==> src/rtl/conv11_input_sched_if.sv <==
// Handshake/configuration bundle for the conv11 input scheduler.
// The stall_cycles signal exists only when CONV11_INPUT_SCHED_PERF_EN is defined.
interface conv11_input_sched_if #(
    parameter int ADDR_WIDTH = 16,
    parameter int DIM_WIDTH  = 8,
    parameter int CH_WIDTH   = 8
) ();
    logic                  start;
    logic                  abort;
    logic [DIM_WIDTH-1:0]  cfg_width;
    logic [DIM_WIDTH-1:0]  cfg_height;
    logic [CH_WIDTH-1:0]   cfg_cin;
    logic [CH_WIDTH-1:0]   cfg_cout;
    logic                  input_ready;
    logic                  compute_ready;
    logic                  fm_rd_en;
    logic [ADDR_WIDTH-1:0] fm_rd_addr;
    logic [ADDR_WIDTH-1:0] wt_rd_addr;
    logic                  input_valid;
    logic                  inputbuf_read_en;
    logic                  acc_first;
    logic                  acc_last;
    logic                  busy;
    logic                  done;
`ifdef CONV11_INPUT_SCHED_PERF_EN
    logic [31:0]           stall_cycles;
`endif

    modport master (
        output start, abort, cfg_width, cfg_height, cfg_cin, cfg_cout,
        output input_ready, compute_ready,
        input  fm_rd_en, fm_rd_addr, wt_rd_addr, input_valid,
        input  inputbuf_read_en, acc_first, acc_last, busy, done
`ifdef CONV11_INPUT_SCHED_PERF_EN
        , input stall_cycles
`endif
    );

    modport slave (
        input  start, abort, cfg_width, cfg_height, cfg_cin, cfg_cout,
        input  input_ready, compute_ready,
        output fm_rd_en, fm_rd_addr, wt_rd_addr, input_valid,
        output inputbuf_read_en, acc_first, acc_last, busy, done
`ifdef CONV11_INPUT_SCHED_PERF_EN
        , output stall_cycles
`endif
    );
endinterface

==> src/rtl/conv11_input_sched.sv <==
// 1x1-convolution input sequencer: one element in flight, ISSUE -> LOAD -> CONSUME per element.
// Define CONV11_INPUT_SCHED_PERF_EN to add the stall_cycles performance counter.
module conv11_input_sched #(
    parameter int ADDR_WIDTH = 16,
    parameter int DIM_WIDTH  = 8,
    parameter int CH_WIDTH   = 8
) (
    input logic                 clk,
    input logic                 rst,
    conv11_input_sched_if.slave sif
);
    typedef enum logic [2:0] {
        S_IDLE    = 3'd0,
        S_ISSUE   = 3'd1,
        S_LOAD    = 3'd2,
        S_CONSUME = 3'd3,
        S_DONE    = 3'd4
    } state_t;

    state_t                state_q,     state_d;
    logic [DIM_WIDTH-1:0]  width_q,     width_d;
    logic [DIM_WIDTH-1:0]  height_q,    height_d;
    logic [CH_WIDTH-1:0]   cin_q,       cin_d;
    logic [CH_WIDTH-1:0]   cout_q,      cout_d;
    logic [DIM_WIDTH-1:0]  col_q,       col_d;
    logic [DIM_WIDTH-1:0]  row_q,       row_d;
    logic [CH_WIDTH-1:0]   ci_q,        ci_d;
    logic [CH_WIDTH-1:0]   co_q,        co_d;
    logic [ADDR_WIDTH-1:0] fm_addr_q,   fm_addr_d;
    logic [ADDR_WIDTH-1:0] wt_addr_q,   wt_addr_d;
    logic [ADDR_WIDTH-1:0] wt_base_q,   wt_base_d;
    logic                  fm_rd_en_q,  fm_rd_en_d;
    logic                  in_valid_q,  in_valid_d;
    logic                  rd_en_q,     rd_en_d;
    logic                  acc_first_q, acc_first_d;
    logic                  acc_last_q,  acc_last_d;
    logic                  busy_q,      busy_d;
    logic                  done_q,      done_d;

    logic                  last_ci_s;
    logic                  last_col_s;
    logic                  last_row_s;
    logic                  last_co_s;
    logic                  cfg_zero_s;
    logic                  both_ready_s;
    logic [ADDR_WIDTH-1:0] cin_ext_s;

    assign last_ci_s    = (ci_q  == (cin_q    - CH_WIDTH'(1)));
    assign last_col_s   = (col_q == (width_q  - DIM_WIDTH'(1)));
    assign last_row_s   = (row_q == (height_q - DIM_WIDTH'(1)));
    assign last_co_s    = (co_q  == (cout_q   - CH_WIDTH'(1)));
    assign cfg_zero_s   = (sif.cfg_width  == DIM_WIDTH'(0)) || (sif.cfg_height == DIM_WIDTH'(0)) ||
                          (sif.cfg_cin    == CH_WIDTH'(0))  || (sif.cfg_cout   == CH_WIDTH'(0));
    assign both_ready_s = sif.input_ready && sif.compute_ready;
    assign cin_ext_s    = ADDR_WIDTH'(cin_q);

    // Next-state, counter and strobe computation; strobes default low so each lasts one cycle.
    always_comb begin
        state_d     = state_q;
        width_d     = width_q;
        height_d    = height_q;
        cin_d       = cin_q;
        cout_d      = cout_q;
        col_d       = col_q;
        row_d       = row_q;
        ci_d        = ci_q;
        co_d        = co_q;
        fm_addr_d   = fm_addr_q;
        wt_addr_d   = wt_addr_q;
        wt_base_d   = wt_base_q;
        fm_rd_en_d  = 1'b0;
        in_valid_d  = 1'b0;
        rd_en_d     = 1'b0;
        acc_first_d = 1'b0;
        acc_last_d  = 1'b0;
        done_d      = 1'b0;

        case (state_q)
            S_IDLE: begin
                if (sif.start) begin
                    width_d   = sif.cfg_width;
                    height_d  = sif.cfg_height;
                    cin_d     = sif.cfg_cin;
                    cout_d    = sif.cfg_cout;
                    col_d     = DIM_WIDTH'(0);
                    row_d     = DIM_WIDTH'(0);
                    ci_d      = CH_WIDTH'(0);
                    co_d      = CH_WIDTH'(0);
                    fm_addr_d = ADDR_WIDTH'(0);
                    wt_addr_d = ADDR_WIDTH'(0);
                    wt_base_d = ADDR_WIDTH'(0);
                    state_d   = cfg_zero_s ? S_DONE : S_ISSUE;
                end else begin
                    state_d = S_IDLE;
                end
            end
            S_ISSUE: begin
                if (both_ready_s) begin
                    fm_rd_en_d = 1'b1;
                    state_d    = S_LOAD;
                end else begin
                    state_d = S_ISSUE;
                end
            end
            S_LOAD: begin
                in_valid_d = 1'b1;
                state_d    = S_CONSUME;
            end
            S_CONSUME: begin
                rd_en_d     = 1'b1;
                acc_first_d = (ci_q == CH_WIDTH'(0));
                acc_last_d  = last_ci_s;
                // Loop nest, innermost first: ci, col, row, co. Weight address rewinds per pixel.
                if (!last_ci_s) begin
                    ci_d      = ci_q + CH_WIDTH'(1);
                    fm_addr_d = fm_addr_q + ADDR_WIDTH'(1);
                    wt_addr_d = wt_addr_q + ADDR_WIDTH'(1);
                    state_d   = S_ISSUE;
                end else if (!last_col_s) begin
                    ci_d      = CH_WIDTH'(0);
                    col_d     = col_q + DIM_WIDTH'(1);
                    fm_addr_d = fm_addr_q + ADDR_WIDTH'(1);
                    wt_addr_d = wt_base_q;
                    state_d   = S_ISSUE;
                end else if (!last_row_s) begin
                    ci_d      = CH_WIDTH'(0);
                    col_d     = DIM_WIDTH'(0);
                    row_d     = row_q + DIM_WIDTH'(1);
                    fm_addr_d = fm_addr_q + ADDR_WIDTH'(1);
                    wt_addr_d = wt_base_q;
                    state_d   = S_ISSUE;
                end else if (!last_co_s) begin
                    ci_d      = CH_WIDTH'(0);
                    col_d     = DIM_WIDTH'(0);
                    row_d     = DIM_WIDTH'(0);
                    co_d      = co_q + CH_WIDTH'(1);
                    fm_addr_d = ADDR_WIDTH'(0);
                    wt_base_d = wt_base_q + cin_ext_s;
                    wt_addr_d = wt_base_q + cin_ext_s;
                    state_d   = S_ISSUE;
                end else begin
                    state_d = S_DONE;
                end
            end
            S_DONE: begin
                done_d  = 1'b1;
                state_d = S_IDLE;
            end
            default: begin
                state_d = S_IDLE;
            end
        endcase

        // Abort overrides every transition and suppresses any strobe or done pulse.
        if (sif.abort) begin
            state_d     = S_IDLE;
            fm_rd_en_d  = 1'b0;
            in_valid_d  = 1'b0;
            rd_en_d     = 1'b0;
            acc_first_d = 1'b0;
            acc_last_d  = 1'b0;
            done_d      = 1'b0;
        end else begin
            state_d = state_d;
        end

        busy_d = (state_d != S_IDLE);
    end

`ifdef CONV11_INPUT_SCHED_PERF_EN
    logic [31:0] stall_q, stall_d;

    // Stall counter: cleared by an accepted start, saturating, counts unready ISSUE cycles.
    always_comb begin
        stall_d = stall_q;
        if ((state_q == S_IDLE) && sif.start) begin
            stall_d = 32'd0;
        end else if ((state_q == S_ISSUE) && !both_ready_s && (stall_q != 32'hFFFF_FFFF)) begin
            stall_d = stall_q + 32'd1;
        end else begin
            stall_d = stall_q;
        end
    end

    assign sif.stall_cycles = stall_q;
`endif

    // State, counter and output registers.
    always_ff @(posedge clk or posedge rst) begin
        if (rst) begin
            state_q     <= S_IDLE;
            width_q     <= DIM_WIDTH'(0);
            height_q    <= DIM_WIDTH'(0);
            cin_q       <= CH_WIDTH'(0);
            cout_q      <= CH_WIDTH'(0);
            col_q       <= DIM_WIDTH'(0);
            row_q       <= DIM_WIDTH'(0);
            ci_q        <= CH_WIDTH'(0);
            co_q        <= CH_WIDTH'(0);
            fm_addr_q   <= ADDR_WIDTH'(0);
            wt_addr_q   <= ADDR_WIDTH'(0);
            wt_base_q   <= ADDR_WIDTH'(0);
            fm_rd_en_q  <= 1'b0;
            in_valid_q  <= 1'b0;
            rd_en_q     <= 1'b0;
            acc_first_q <= 1'b0;
            acc_last_q  <= 1'b0;
            busy_q      <= 1'b0;
            done_q      <= 1'b0;
`ifdef CONV11_INPUT_SCHED_PERF_EN
            stall_q     <= 32'd0;
`endif
        end else begin
            state_q     <= state_d;
            width_q     <= width_d;
            height_q    <= height_d;
            cin_q       <= cin_d;
            cout_q      <= cout_d;
            col_q       <= col_d;
            row_q       <= row_d;
            ci_q        <= ci_d;
            co_q        <= co_d;
            fm_addr_q   <= fm_addr_d;
            wt_addr_q   <= wt_addr_d;
            wt_base_q   <= wt_base_d;
            fm_rd_en_q  <= fm_rd_en_d;
            in_valid_q  <= in_valid_d;
            rd_en_q     <= rd_en_d;
            acc_first_q <= acc_first_d;
            acc_last_q  <= acc_last_d;
            busy_q      <= busy_d;
            done_q      <= done_d;
`ifdef CONV11_INPUT_SCHED_PERF_EN
            stall_q     <= stall_d;
`endif
        end
    end

    assign sif.fm_rd_en         = fm_rd_en_q;
    assign sif.fm_rd_addr       = fm_addr_q;
    assign sif.wt_rd_addr       = wt_addr_q;
    assign sif.input_valid      = in_valid_q;
    assign sif.inputbuf_read_en = rd_en_q;
    assign sif.acc_first        = acc_first_q;
    assign sif.acc_last         = acc_last_q;
    assign sif.busy             = busy_q;
    assign sif.done             = done_q;
endmodule

==> src/flat_wrapper.sv <==
// flat-port wrapper written by rule: the top's interface ports become plain ports
module conv11_input_sched_flat 
#(
    parameter int ADDR_WIDTH = 16,
    parameter int DIM_WIDTH  = 8,
    parameter int CH_WIDTH   = 8
)
  (clk, rst, sif_start, sif_abort, sif_cfg_width, sif_cfg_height, sif_cfg_cin, sif_cfg_cout, sif_input_ready, sif_compute_ready, sif_fm_rd_en, sif_fm_rd_addr, sif_wt_rd_addr, sif_input_valid, sif_inputbuf_read_en, sif_acc_first, sif_acc_last, sif_busy, sif_done);
  conv11_input_sched_if #(.ADDR_WIDTH(ADDR_WIDTH), .DIM_WIDTH(DIM_WIDTH), .CH_WIDTH(CH_WIDTH)) sif_i ();
  input logic clk;
  input logic rst;
  input wire logic [$bits(sif_i.start)-1:0] sif_start;
  input wire logic [$bits(sif_i.abort)-1:0] sif_abort;
  input wire logic [$bits(sif_i.cfg_width)-1:0] sif_cfg_width;
  input wire logic [$bits(sif_i.cfg_height)-1:0] sif_cfg_height;
  input wire logic [$bits(sif_i.cfg_cin)-1:0] sif_cfg_cin;
  input wire logic [$bits(sif_i.cfg_cout)-1:0] sif_cfg_cout;
  input wire logic [$bits(sif_i.input_ready)-1:0] sif_input_ready;
  input wire logic [$bits(sif_i.compute_ready)-1:0] sif_compute_ready;
  output wire logic [$bits(sif_i.fm_rd_en)-1:0] sif_fm_rd_en;
  output wire logic [$bits(sif_i.fm_rd_addr)-1:0] sif_fm_rd_addr;
  output wire logic [$bits(sif_i.wt_rd_addr)-1:0] sif_wt_rd_addr;
  output wire logic [$bits(sif_i.input_valid)-1:0] sif_input_valid;
  output wire logic [$bits(sif_i.inputbuf_read_en)-1:0] sif_inputbuf_read_en;
  output wire logic [$bits(sif_i.acc_first)-1:0] sif_acc_first;
  output wire logic [$bits(sif_i.acc_last)-1:0] sif_acc_last;
  output wire logic [$bits(sif_i.busy)-1:0] sif_busy;
  output wire logic [$bits(sif_i.done)-1:0] sif_done;
  assign sif_i.start = sif_start;
  assign sif_i.abort = sif_abort;
  assign sif_i.cfg_width = sif_cfg_width;
  assign sif_i.cfg_height = sif_cfg_height;
  assign sif_i.cfg_cin = sif_cfg_cin;
  assign sif_i.cfg_cout = sif_cfg_cout;
  assign sif_i.input_ready = sif_input_ready;
  assign sif_i.compute_ready = sif_compute_ready;
  assign sif_fm_rd_en = sif_i.fm_rd_en;
  assign sif_fm_rd_addr = sif_i.fm_rd_addr;
  assign sif_wt_rd_addr = sif_i.wt_rd_addr;
  assign sif_input_valid = sif_i.input_valid;
  assign sif_inputbuf_read_en = sif_i.inputbuf_read_en;
  assign sif_acc_first = sif_i.acc_first;
  assign sif_acc_last = sif_i.acc_last;
  assign sif_busy = sif_i.busy;
  assign sif_done = sif_i.done;
  conv11_input_sched #(.ADDR_WIDTH(ADDR_WIDTH), .DIM_WIDTH(DIM_WIDTH), .CH_WIDTH(CH_WIDTH)) u_core (.clk(clk), .rst(rst), .sif(sif_i));
endmodule
==> config.mk <==
export PLATFORM = sky130hd
export DESIGN_NAME = conv11_input_sched_flat
export DESIGN_NICKNAME = d
export VERILOG_FILES = /design/src/rtl/conv11_input_sched_if.sv /design/src/rtl/conv11_input_sched.sv /design/src/flat_wrapper.sv
export SDC_FILE = /design/constraint.sdc
export NUM_CORES = 1
export LEC_CHECK = 0
export BUFFER_PORTS_ARGS = -buffer_cell sky130_fd_sc_hd__buf_2
export CORE_MARGIN = 3
export CORE_UTILIZATION = 64
export CTS_CLUSTER_SIZE = 10
export DETAILED_ROUTE_END_ITERATION = 10
export PLACE_DENSITY = 0.87
export SETUP_SLACK_MARGIN = 0.3
export SYNTH_ARGS = -nofsm -noshare
export SYNTH_HDL_FRONTEND = slang
export SYNTH_SLANG_ARGS = --single-unit
==> constraint.sdc <==
create_clock -name clk -period 5.4 [get_ports clk]
set_input_delay 0 -clock clk [delete_from_list [all_inputs] [get_ports clk]]
set_output_delay 0 -clock clk [all_outputs]
set_load 0.03 [all_outputs]
Word-level counts from Yosys, hierarchy flattened
Index checks and enable logic that the tools add are counted.
Storage, ports and cells
  bits in registers: 122
  input bits: 38
  output and inout bits: 39
  word-level logic and storage cells: 118
Operators by class
  $add $sub $neg: 11
  equal/unequal tests: 16
  mux-type cells: 55
  reductions and logical operators: 17
Operator list (number)
  16-bit 2-to-1 mux: 12
  8-bit 2-to-1 mux: 14
  16-bit case mux with 2 select lines: 3
  8-bit case mux with 2 select lines: 4
  8-bit logical NOT: 5
  16-bit by 1-bit adder with 16-bit output (second input constant): 2
  8-bit by 1-bit adder with 8-bit output (second input constant): 4
  8-bit == test: 4
  8-bit by 1-bit subtractor with 8-bit output (second input constant): 4
  3-bit 2-to-1 mux: 7
  16-bit by 8-bit adder with 16-bit output: 1
  1-bit 2-to-1 mux: 13
  3-bit case mux with 4 select lines: 1
  3-bit by 2-bit == test with 1-bit output (second input constant): 2
  2-bit by 1-bit inequality test with 1-bit output (second input constant): 3
  6-bit AND reduction: 1
  5-bit inequality test (second input constant): 1
  5-bit AND reduction: 1
  2-bit inequality test (second input constant): 2
  4-bit inequality test (second input constant): 1
  4-bit AND reduction: 1
  3-bit by 1-bit == test with 1-bit output (second input constant): 1
  3-bit == test (second input constant): 1
  3-bit logical NOT: 1
  8 further kinds: 10

Logic depth before layout (Yosys ltp)
Gate-level depths: netlist of the first run.
  depth after elaboration: 9
  gate-level depth with buffers: 12
  depth with buffers taken out: 10

Worst setup path before layout of the first run
No wires, ideal clock.
  kind: reg2reg
  start point: register u_core.cout_q[0]
  end point: register u_core.co_q[3]
  setup time: 132 ps
  arrival: 2850 ps
  data required time: 5268 ps
  path slack: 2418 ps
  stages on the path, launching flop included: 11
  path buffers: 0
  clock period less this slack: 2982 ps
  cells stage by stage: dfrtp_1 > inv_1 > ha_1 > or3b_2 > o31a_1 > o211a_1 > o211ai_1 > a21boi_4 > or3b_2 > xor2_1 > nor2_1
On the way
  word-level cells in the longest chain between the ends: 4
RTL lines
  from (decl): RTL line conv11_input_sched.sv:24  | logic [CH_WIDTH-1:0] cout_q, cout_d;
  from (signal assigned): RTL line conv11_input_sched.sv:218  | cout_q <= cout_d;
  8-bit by 1-bit subtractor with 8-bit output: RTL line conv11_input_sched.sv:51  | assign last_co_s = (co_q == (cout_q - CH_WIDTH'(1)));
  8-bit == test: RTL line conv11_input_sched.sv:51
  2-bit inequality test (no line)
  6-bit AND reduction (no line)
  to (signal assigned): RTL line conv11_input_sched.sv:222  | co_q <= co_d;
  to (decl): RTL line conv11_input_sched.sv:28  | logic [CH_WIDTH-1:0] co_q, co_d;
Every way passes these cells.
A chain may end at the register's enable or synchronous reset.

Worst setup path in the final report of the first run
  start point: register u_core.cin_q[0]
  end point: register u_core.wt_addr_q[6], in the netlist u_core.sif.wt_rd_addr[6]
On the way
  word-level cells in the longest chain between the ends: 6
  elaborated cells on any way between the ends: 10
  those cells by class: add/sub: 2; eq/ne: 2; mux: 5; reduce/logical: 1
RTL lines
  from (decl): RTL line conv11_input_sched.sv:23  | logic [CH_WIDTH-1:0] cin_q, cin_d;
  from (signal assigned): RTL line conv11_input_sched.sv:217  | cin_q <= cin_d;
  16-bit by 8-bit adder with 16-bit output: RTL line conv11_input_sched.sv:139  | wt_addr_d = wt_base_q + cin_ext_s;
  16-bit 2-to-1 mux: RTL line conv11_input_sched.sv:132  | end else if (!last_co_s) begin
  16-bit 2-to-1 mux: RTL line conv11_input_sched.sv:125  | end else if (!last_row_s) begin
  16-bit 2-to-1 mux: RTL line conv11_input_sched.sv:119  | end else if (!last_col_s) begin
  16-bit 2-to-1 mux: RTL line conv11_input_sched.sv:114  | if (!last_ci_s) begin
  16-bit case mux with 2 select lines: RTL line conv11_input_sched.sv:78  | case (state_q)
  to (signal assigned): RTL line conv11_input_sched.sv:224  | wt_addr_q <= wt_addr_d;
  to (decl): RTL line conv11_input_sched.sv:30  | logic [ADDR_WIDTH-1:0] wt_addr_q, wt_addr_d;
Several ways; a longest one is shown, not always the timed one. The select of a mux whose other input is x is not followed.

==> results of run 1 <==
-- Yosys cell counts, drive strengths merged, types with 4 or more instances --
library cell and number:
a21o 7, a21oi 36, a22o 9, a31oi 22, and2 5, and3 22
buf 18, clkbuf 24, dfrtp 122, ha 19, inv 18, nand2 157
nand2b 20, nand3 34, nand4 13, nor2 47, nor2b 4, nor3 26
nor4 21, nor4b 4, o211ai 6, o21ai 70, o2bb2ai 5, o31ai 16
or2 4, or3 12, or3b 4, or4 8, xnor2 27, xor2 28
-- kinds of logic (layout without fill, tap and decap cells) --
| kind of cell | after synthesis | after routing |
|---|---|---|
| AND/OR/NAND/NOR | 393 | 393 |
| XOR/XNOR | 56 | 56 |
| buffers and inverters | 60 | 168 |
| other | 0 | 1 |
| flip-flops | 122 | 122 |
| multiplexers | 1 | 1 |
| AO/OA/AOI/OAI | 207 | 207 |
| adder cells (fa/ha/maj) | 20 | 20 |
-- worst max-delay path by stage --
stage                                start                                    to  slack [ns]  depth (start not counted)
3_5_place_dp   u_core.cin_q[0]$_DFFE_PP0P_  u_core.sif.wt_rd_addr[0]$_DFFE_PP0P_        0.91                          8
5_1_grt        u_core.cin_q[0]$_DFFE_PP0P_  u_core.sif.wt_rd_addr[0]$_DFFE_PP0P_        0.52                          8
2_1_floorplan                          rst            u_core.ci_q[0]$_DFFE_PP0P_        2.16                          1
3_3_place_gp   u_core.cin_q[0]$_DFFE_PP0P_  u_core.sif.wt_rd_addr[0]$_DFFE_PP0P_        1.16                          8
6_report       u_core.cin_q[0]$_DFFE_PP0P_  u_core.sif.wt_rd_addr[6]$_DFFE_PP0P_        0.75                          8
4_1_cts        u_core.cin_q[0]$_DFFE_PP0P_  u_core.sif.wt_rd_addr[6]$_DFFE_PP0P_        0.87                          8
-- power by group --
| group | internal (mW) | switching (mW) |
|---|---|---|
| combinational | 0.183 | 0.283 |
| sequential | 0.976 | 0.0942 |
| clock | 0.839 | 0.418 |
| total | 2.00 | 0.795 |
-- per-layer routing --
layer,GRT usage [%],up-vias,wire [µm]
met5,0,-,0
met4,16.6,0,828
met3,6.10,99,1790
met2,56.1,478,10200
met1,43.3,3437,8310
li1,-,3316,-
-- registers in the layout, indices dropped and copies added, names as in the netlist, 3 cells and up --
name                   count
u_core.sif.fm_rd_addr     16
u_core.cin_q               8
u_core.row_q               8
u_core.sif.wt_rd_addr     16
u_core.ci_q                8
u_core.state_q             3
u_core.wt_base_q          16
u_core.col_q               8
u_core.width_q             8
u_core.co_q                8
u_core.height_q            8
u_core.cout_q              8
-- worst register-to-register path: stages (launching register included) --
cell	delay [ns]
dfrtp_1	0.44
or4_4	0.59
o221a_2	0.29
nor4_1	0.51
or3_1	0.46
o31a_1	1.00
or2_1	0.70
nand2_1	0.28
o21ai_0	0.28
-- cell usage in the layout, fill, tap and decap left out, types with 4 or more instances in the layout --
cell type      count
dfrtp_1          122
buf_4              6
a21o_1             7
dlygate4sd3_1     36
o211ai_1           6
xnor2_1           27
and2_1             5
o21ai_0           68
nor3_1            24
xor2_1            28
ha_1              19
inv_1             17
and3_1            22
a21oi_1           36
nand2_1          157
nor2_1            46
bufinv_16          5
nand2b_1          19
clkbuf_16         17
o31ai_1           16
nor4_1            21
a31oi_1           22
clkinvlp_4         4
or3_1             11
buf_2             76
a22o_1             9
o2bb2ai_1          5
nand4_1           13
nor2b_1            4
nor4b_1            4
nand3_1           34
or4_1              7
-- layout make-up --
type	instances	area [µm²]	area share, %
antenna	1	2.50	0.0284
clock buffer	20	457	5.18
clock inverter	12	195	2.21
inverter	18	70.1	0.795
multi-input combinational	677	4080	46.2
sequential	122	3050	34.6
tap	140	175	1.99
timing repair buffer	118	786	8.91
==> summary.md, run 1 <==
| Metric | Value |
|---|---|
| Post-Synth Adder-Cell Area | `3.49%` |
| Worst R2R Path Depth | `8` |
| Reg clk slew, reported paths | `0.06 ns` |
| Final Hold Fails | `0` |
| CP Class | `register to register` |
| Rows | `38` |
| Io pins | `77` |
| Post-CTS sizing | `0` |
| Clk_skew | `0.00801 ns` |
| Crit Reg-Reg Startpoint | `u_core.cin_q[0]$_DFFE_PP0P_` |
| Post-Synthesis Cells | `859` |
| CTS H-tree depth | `4` |
| Filler instances | `666` |
| Post-route design area | `0.00881 mm²` |
| Setup bufs post-CTS | `0` |
| DIE WIDTH | `113 µm` |
| Min Hold Slack | `0.00700 ns` |
| Core area | `0.0110 mm²` |
| Peak supply drop | `0.251 mV` |
| Final HPWL DP | `13500 µm` |
| # placed instances | `1039` |
| Max Cap Viol | `0` |
| Largest family of logic cells by synthesized area | `simple AND/OR/NAND/NOR gates` |
| Seq/Total Area, Yosys | `41.4%` |
| DR WL/cell | `19.1 µm` |
| Worst Path Max Fanout | `33` |
| PwrDens | `317 mW/mm²` |
| Syn Nets | `917` |
| Commonest register cell after synthesis | `dfrtp_1` |
| Routed vias | `7330` |
| Status | `finished, final reports clean` |
| Number of synthesized flops with an enable pin | `0` |
| DR DRC count | `0` |
| Yosys cell types | `73` |
| Synth Cell Area | `0.00738 mm²` |
| Yosys top cell by area | `dfrtp_1` |
| Layout cells sized above 1 | `13.5%` |
| WL final | `21100 µm` |
| Worst EP required | `5.72 ns` |
| Final Critical Period | `4.65 ns` |
| Leading post-synthesis cells by cell area | `dfrtp_1 41%, nand2_1 8.0%, o21ai_0 4.6%` |
| Cell family with most CP delay | `simple AND/OR/NAND/NOR gates` |
| Gr ovfl total | `0` |
| Setup Viol. Count Final | `0` |
| Flop-to-flop setup slack | `0.75 ns` |
| Worst EP arrival | `4.97 ns` |
| Clock Latency Late Sink | `0.43 ns` |
| FMAX | `215 MHz` |
| Num CTS Buffers | `17` |
| Simple-gate share of the synthesized area | `26.4%` |
| Post-synth ARST share | `100%` |
| Post-synth top area share | `41.4%` |
| Via/cell ratio | `6.62` |
| Critical-path cell list | `or4_4, o221a_2, nor4_1, or3_1, o31a_1, or2_1, nand2_1, o21ai_0` |
| YS warnings | `0` |
| Worst path max stage delay | `1.00 ns` |
| Initial antenna violation count | `0` |
| Initial core utilization | `66.9%` |
| Die Area | `0.0128 mm²` |
| CP Buf/Inv Count | `0` |
| Post-synthesis register bit count | `122` |
| Hold Crit Class | `input port to register` |
| Clk root buf | `clkbuf_16` |
| Pre-CTS setup slack | `0.905 ns` |
| Post-layout util | `79.9%` |
| Clk buf depth | `2` |
| Post-DRT Antenna Nets | `0` |
| Min setup slack post-route | `0.751 ns` |
| Die Y | `113 µm` |
| Largest net degree at the start of global routing | `66` |
| Fin cells | `1108` |
| GPL Wtd Cong | `0.901` |
| Hold Path End | `u_core.state_q[0]$_DFF_PP0_` |
| Post-DP Area | `0.00780 mm²` |
| RSZ-0062 raised after global routing | `false` |
| 1st-iter DRT viols | `1021` |
| # clock sinks | `122` |
| Design Power | `2.79 mW` |
| Syn avg cell area | `8.59 µm²` |
| All-Layer GR Usage | `34.0%` |
| PortBufs | `76` |
| Mux contribution to synthesized area | `0.136%` |
| CP max stage cell | `o31a_1` |
| Worst Setup End Kind | `register` |
| Slew Limit Fails | `0` |
| Vias in the first global route | `7052` |
| Final #Nets | `1012` |
| Final worst-path cycle share | `86.1%` |
| Worst setup SP type | `register` |
| Worst Hold Path Cells | `5` |
| Leakage | `4.06 nW` |
| Worst hold start | `sif_start` |
| R2r endpoint | `u_core.sif.wt_rd_addr[6]$_DFFE_PP0P_` |
| Area Overhead vs Synth | `19.5%` |
| Rel. slew slack | `19.9%` |
| XOR/XNOR Fraction of Synth Area | `6.84%` |
| Compound-Gate Fraction of Synth Area | `18.3%` |
| Pre-antenna DRT Iters | `7` |
| First-pass GRT wire length | `34900 µm` |
| Cts hold-fix bufs | `36` |
| Tightest Pin Transition | `1.20 ns` |
| TritonCTS clock tree | `yes` |
| Setup tns final | `0 ns` |
Power figures use the tool's default switching activity.
==> run 2, diff against run 1 <==
--- a/config.mk
+++ b/config.mk
@@ -7,10 +7,12 @@
 export LEC_CHECK = 0
 export BUFFER_PORTS_ARGS = -buffer_cell sky130_fd_sc_hd__buf_2
 export CORE_MARGIN = 3
-export CORE_UTILIZATION = 64
+export CORE_UTILIZATION = 66
+export CTS_BUF_LIST = sky130_fd_sc_hd__clkbuf_4
 export CTS_CLUSTER_SIZE = 10
 export DETAILED_ROUTE_END_ITERATION = 10
-export PLACE_DENSITY = 0.87
+export PLACE_DENSITY = 0.89
+export REMOVE_ABC_BUFFERS = 1
 export SETUP_SLACK_MARGIN = 0.3
 export SYNTH_ARGS = -nofsm -noshare
 export SYNTH_HDL_FRONTEND = slang
==> run 2 against run 1 <==
  * First-iteration DRC count down 17%
  * Sequential power barely moved
  * Global-route usage fell by 0.62 points
==> summary.md, run 2 (synthesis gave the netlist of run 1 again) <==
| Metric | Value |
|---|---|
| GPL Wtd Cong | `0.876 (was 0.901)` |
| Num CTS Buffers | `17 (unchanged)` |
| PwrDens | `245 mW/mm² (was 317 mW/mm²)` |
| Clock Latency Late Sink | `0.56 ns (was 0.43 ns)` |
| Layout cells sized above 1 | `13.1% (was 13.5%)` |
| Post-CTS sizing | `0 (unchanged)` |
| Reg clk slew, reported paths | `0.10 ns (was 0.06 ns)` |
| Area Overhead vs Synth | `13.7% (was 19.5%)` |
| Peak supply drop | `0.169 mV (was 0.251 mV)` |
| Worst setup SP type | `register (unchanged)` |
| Clk_skew | `0.0211 ns (was 0.00801 ns)` |
| Min setup slack post-route | `1.06 ns (was 0.751 ns)` |
| Max Cap Viol | `0 (unchanged)` |
| CTS H-tree depth | `4 (unchanged)` |
| Clk buf depth | `2 (unchanged)` |
| Io pins | `77 (unchanged)` |
| FMAX | `230 MHz (was 215 MHz)` |
| Crit Reg-Reg Startpoint | `u_core.cin_q[1]$_DFFE_PP0P_ (was u_core.cin_q[0]$_DFFE_PP0P_)` |
| Vias in the first global route | `7075 (was 7052)` |
| Final Hold Fails | `0 (unchanged)` |
| Worst EP arrival | `4.79 ns (was 4.97 ns)` |
| RSZ-0062 raised after global routing | `false (unchanged)` |
| Post-DP Area | `0.00781 mm² (was 0.00780 mm²)` |
| # clock sinks | `122 (unchanged)` |
| Worst Path Max Fanout | `33 (unchanged)` |
| Final HPWL DP | `13600 µm (was 13500 µm)` |
| Worst R2R Path Depth | `11 (was 8)` |
| Post-layout util | `79.1% (was 79.9%)` |
| Worst EP required | `5.84 ns (was 5.72 ns)` |
| Pre-antenna DRT Iters | `8 (was 7)` |
| Hold Path End | `u_core.cout_q[6]$_DFFE_PP0P_ (was u_core.state_q[0]$_DFF_PP0_)` |
| Tightest Pin Transition | `1.05 ns (was 1.20 ns)` |
| Worst Hold Path Cells | `4 (was 5)` |
| Setup Viol. Count Final | `0 (unchanged)` |
| Largest net degree at the start of global routing | `83 (was 66)` |
| Gr ovfl total | `0 (unchanged)` |
| Slew Limit Fails | `0 (unchanged)` |
| DR WL/cell | `18.7 µm (was 19.1 µm)` |
| Initial antenna violation count | `0 (unchanged)` |
| All-Layer GR Usage | `33.3% (was 34.0%)` |
| Post-DRT Antenna Nets | `0 (unchanged)` |
| PortBufs | `76 (unchanged)` |
| Via/cell ratio | `6.61 (was 6.62)` |
| First-pass GRT wire length | `34100 µm (was 34900 µm)` |
| Rows | `37 (was 38)` |
| Final worst-path cycle share | `80.4% (was 86.1%)` |
| CP Class | `register to register (unchanged)` |
| Pre-CTS setup slack | `1.17 ns (was 0.905 ns)` |
| Routed vias | `7300 (was 7330)` |
| DIE WIDTH | `112 µm (was 113 µm)` |
| Diodes inserted | `0 (was 1)` |
| Rel. slew slack | `29.4% (was 19.9%)` |
| R2r endpoint | `u_core.sif.wt_rd_addr[3]$_DFFE_PP0P_ (was u_core.sif.wt_rd_addr[6]$_DFFE_PP0P_)` |
| Commonest non-fill, non-tap cell in the layout | `nand2_1 (unchanged)` |
| Worst hold start | `sif_cfg_cout[6] (was sif_start)` |
| 1st-iter DRT viols | `850 (was 1021)` |
| Core area | `0.0106 mm² (was 0.0110 mm²)` |
| Final Critical Period | `4.34 ns (was 4.65 ns)` |
| Flop-to-flop setup slack | `1.06 ns (was 0.75 ns)` |
| Status | `finished, final reports clean (unchanged)` |
| Die Area | `0.0125 mm² (was 0.0128 mm²)` |
| Commonest cells after routing, fill and taps aside | `157 x nand2_1, 122 x dfrtp_1, 76 x buf_2 (unchanged)` |
| Setup tns final | `0 ns (unchanged)` |
| DR DRC count | `0 (unchanged)` |
| Die Y | `112 µm (was 113 µm)` |
| Final #Nets | `1016 (was 1012)` |
| Hold Crit Class | `input port to register (unchanged)` |
| Leakage | `3.89 nW (was 4.06 nW)` |
| Initial core utilization | `69.6% (was 66.9%)` |
| WL final | `20700 µm (was 21100 µm)` |
| Worst Setup End Kind | `register (unchanged)` |
| Clk root buf | `clkbuf_4 (was clkbuf_16)` |
| Post-route design area | `0.00839 mm² (was 0.00881 mm²)` |
| TritonCTS clock tree | `yes (unchanged)` |
## run 2: stage by stage
step | power (mW) | hold slack (ns) | instances
after floorplan | 1.37 | 0.0709 | 817
after global placement | 1.48 | 0.207 | 1037
after detailed placement | 1.51 | 0.211 | 1037
after CTS | 2.04 | 0.144 | 1104
after global routing | 2.16 | 0.189 | 1104
final | 2.05 | 0.195 | 1104
## run 2: how the worst max path moves through the flow
stage,slack [ns],startpoint,end
floorplan,0.88,u_core.state_q[0]$_DFF_PP0_,u_core.row_q[4]$_DFFE_PP0P_
global placement,1.45,u_core.cin_q[1]$_DFFE_PP0P_,u_core.sif.wt_rd_addr[3]$_DFFE_PP0P_
detailed placement,1.17,u_core.cin_q[1]$_DFFE_PP0P_,u_core.sif.wt_rd_addr[3]$_DFFE_PP0P_
CTS,1.14,u_core.cin_q[1]$_DFFE_PP0P_,u_core.sif.wt_rd_addr[3]$_DFFE_PP0P_
global route,0.84,u_core.cin_q[1]$_DFFE_PP0P_,u_core.sif.wt_rd_addr[3]$_DFFE_PP0P_
finish,1.06,u_core.cin_q[1]$_DFFE_PP0P_,u_core.sif.wt_rd_addr[3]$_DFFE_PP0P_
## run 2: layout make-up
cell class	instances	area, µm²
clock inverters	7	30.0
repair buffers	122	821
multi-input cells	677	4080
inverters	18	70.1
clock buffers	22	165
flip-flops and latches	122	3050
well taps	136	170
fillers	693	2220
## run 2: worst max-delay path: stages (launching register included)
cell and delay, ns:
dfrtp_1 0.46, inv_1 0.11, ha_1 0.22, or3b_1 0.41
nor4_1 0.22, o2111ai_1 0.20, or3_1 0.62, o31a_1 0.36
buf_4 0.24, nor2_2 0.82, nor2_1 0.27, a22o_1 0.27
## run 2: routing by layer
layer / track usage [%] / part of all wire, % / vias up
met5: 0 / 0 / -
met4: 15.2 / 3.8 / 0
met3: 6.14 / 8.2 / 86
met2: 55.9 / 50 / 459
met1: 42.0 / 38 / 3441
li1: - / - / 3314
## run 2: power by group
part	internal [mW]	total, mW	switching [mW]
Sequential	0.974	1.07	0.0940
Clock	0.191	0.519	0.328
Combinational	0.184	0.468	0.284
## run 2: what timing repair did
item | 4_1_cts | 5_1_grt
setup endpoints to repair | 0 | 0
hold endpoints to repair | 123 | 0
setup buffers | 0 | 0
hold buffers | 38 | 0
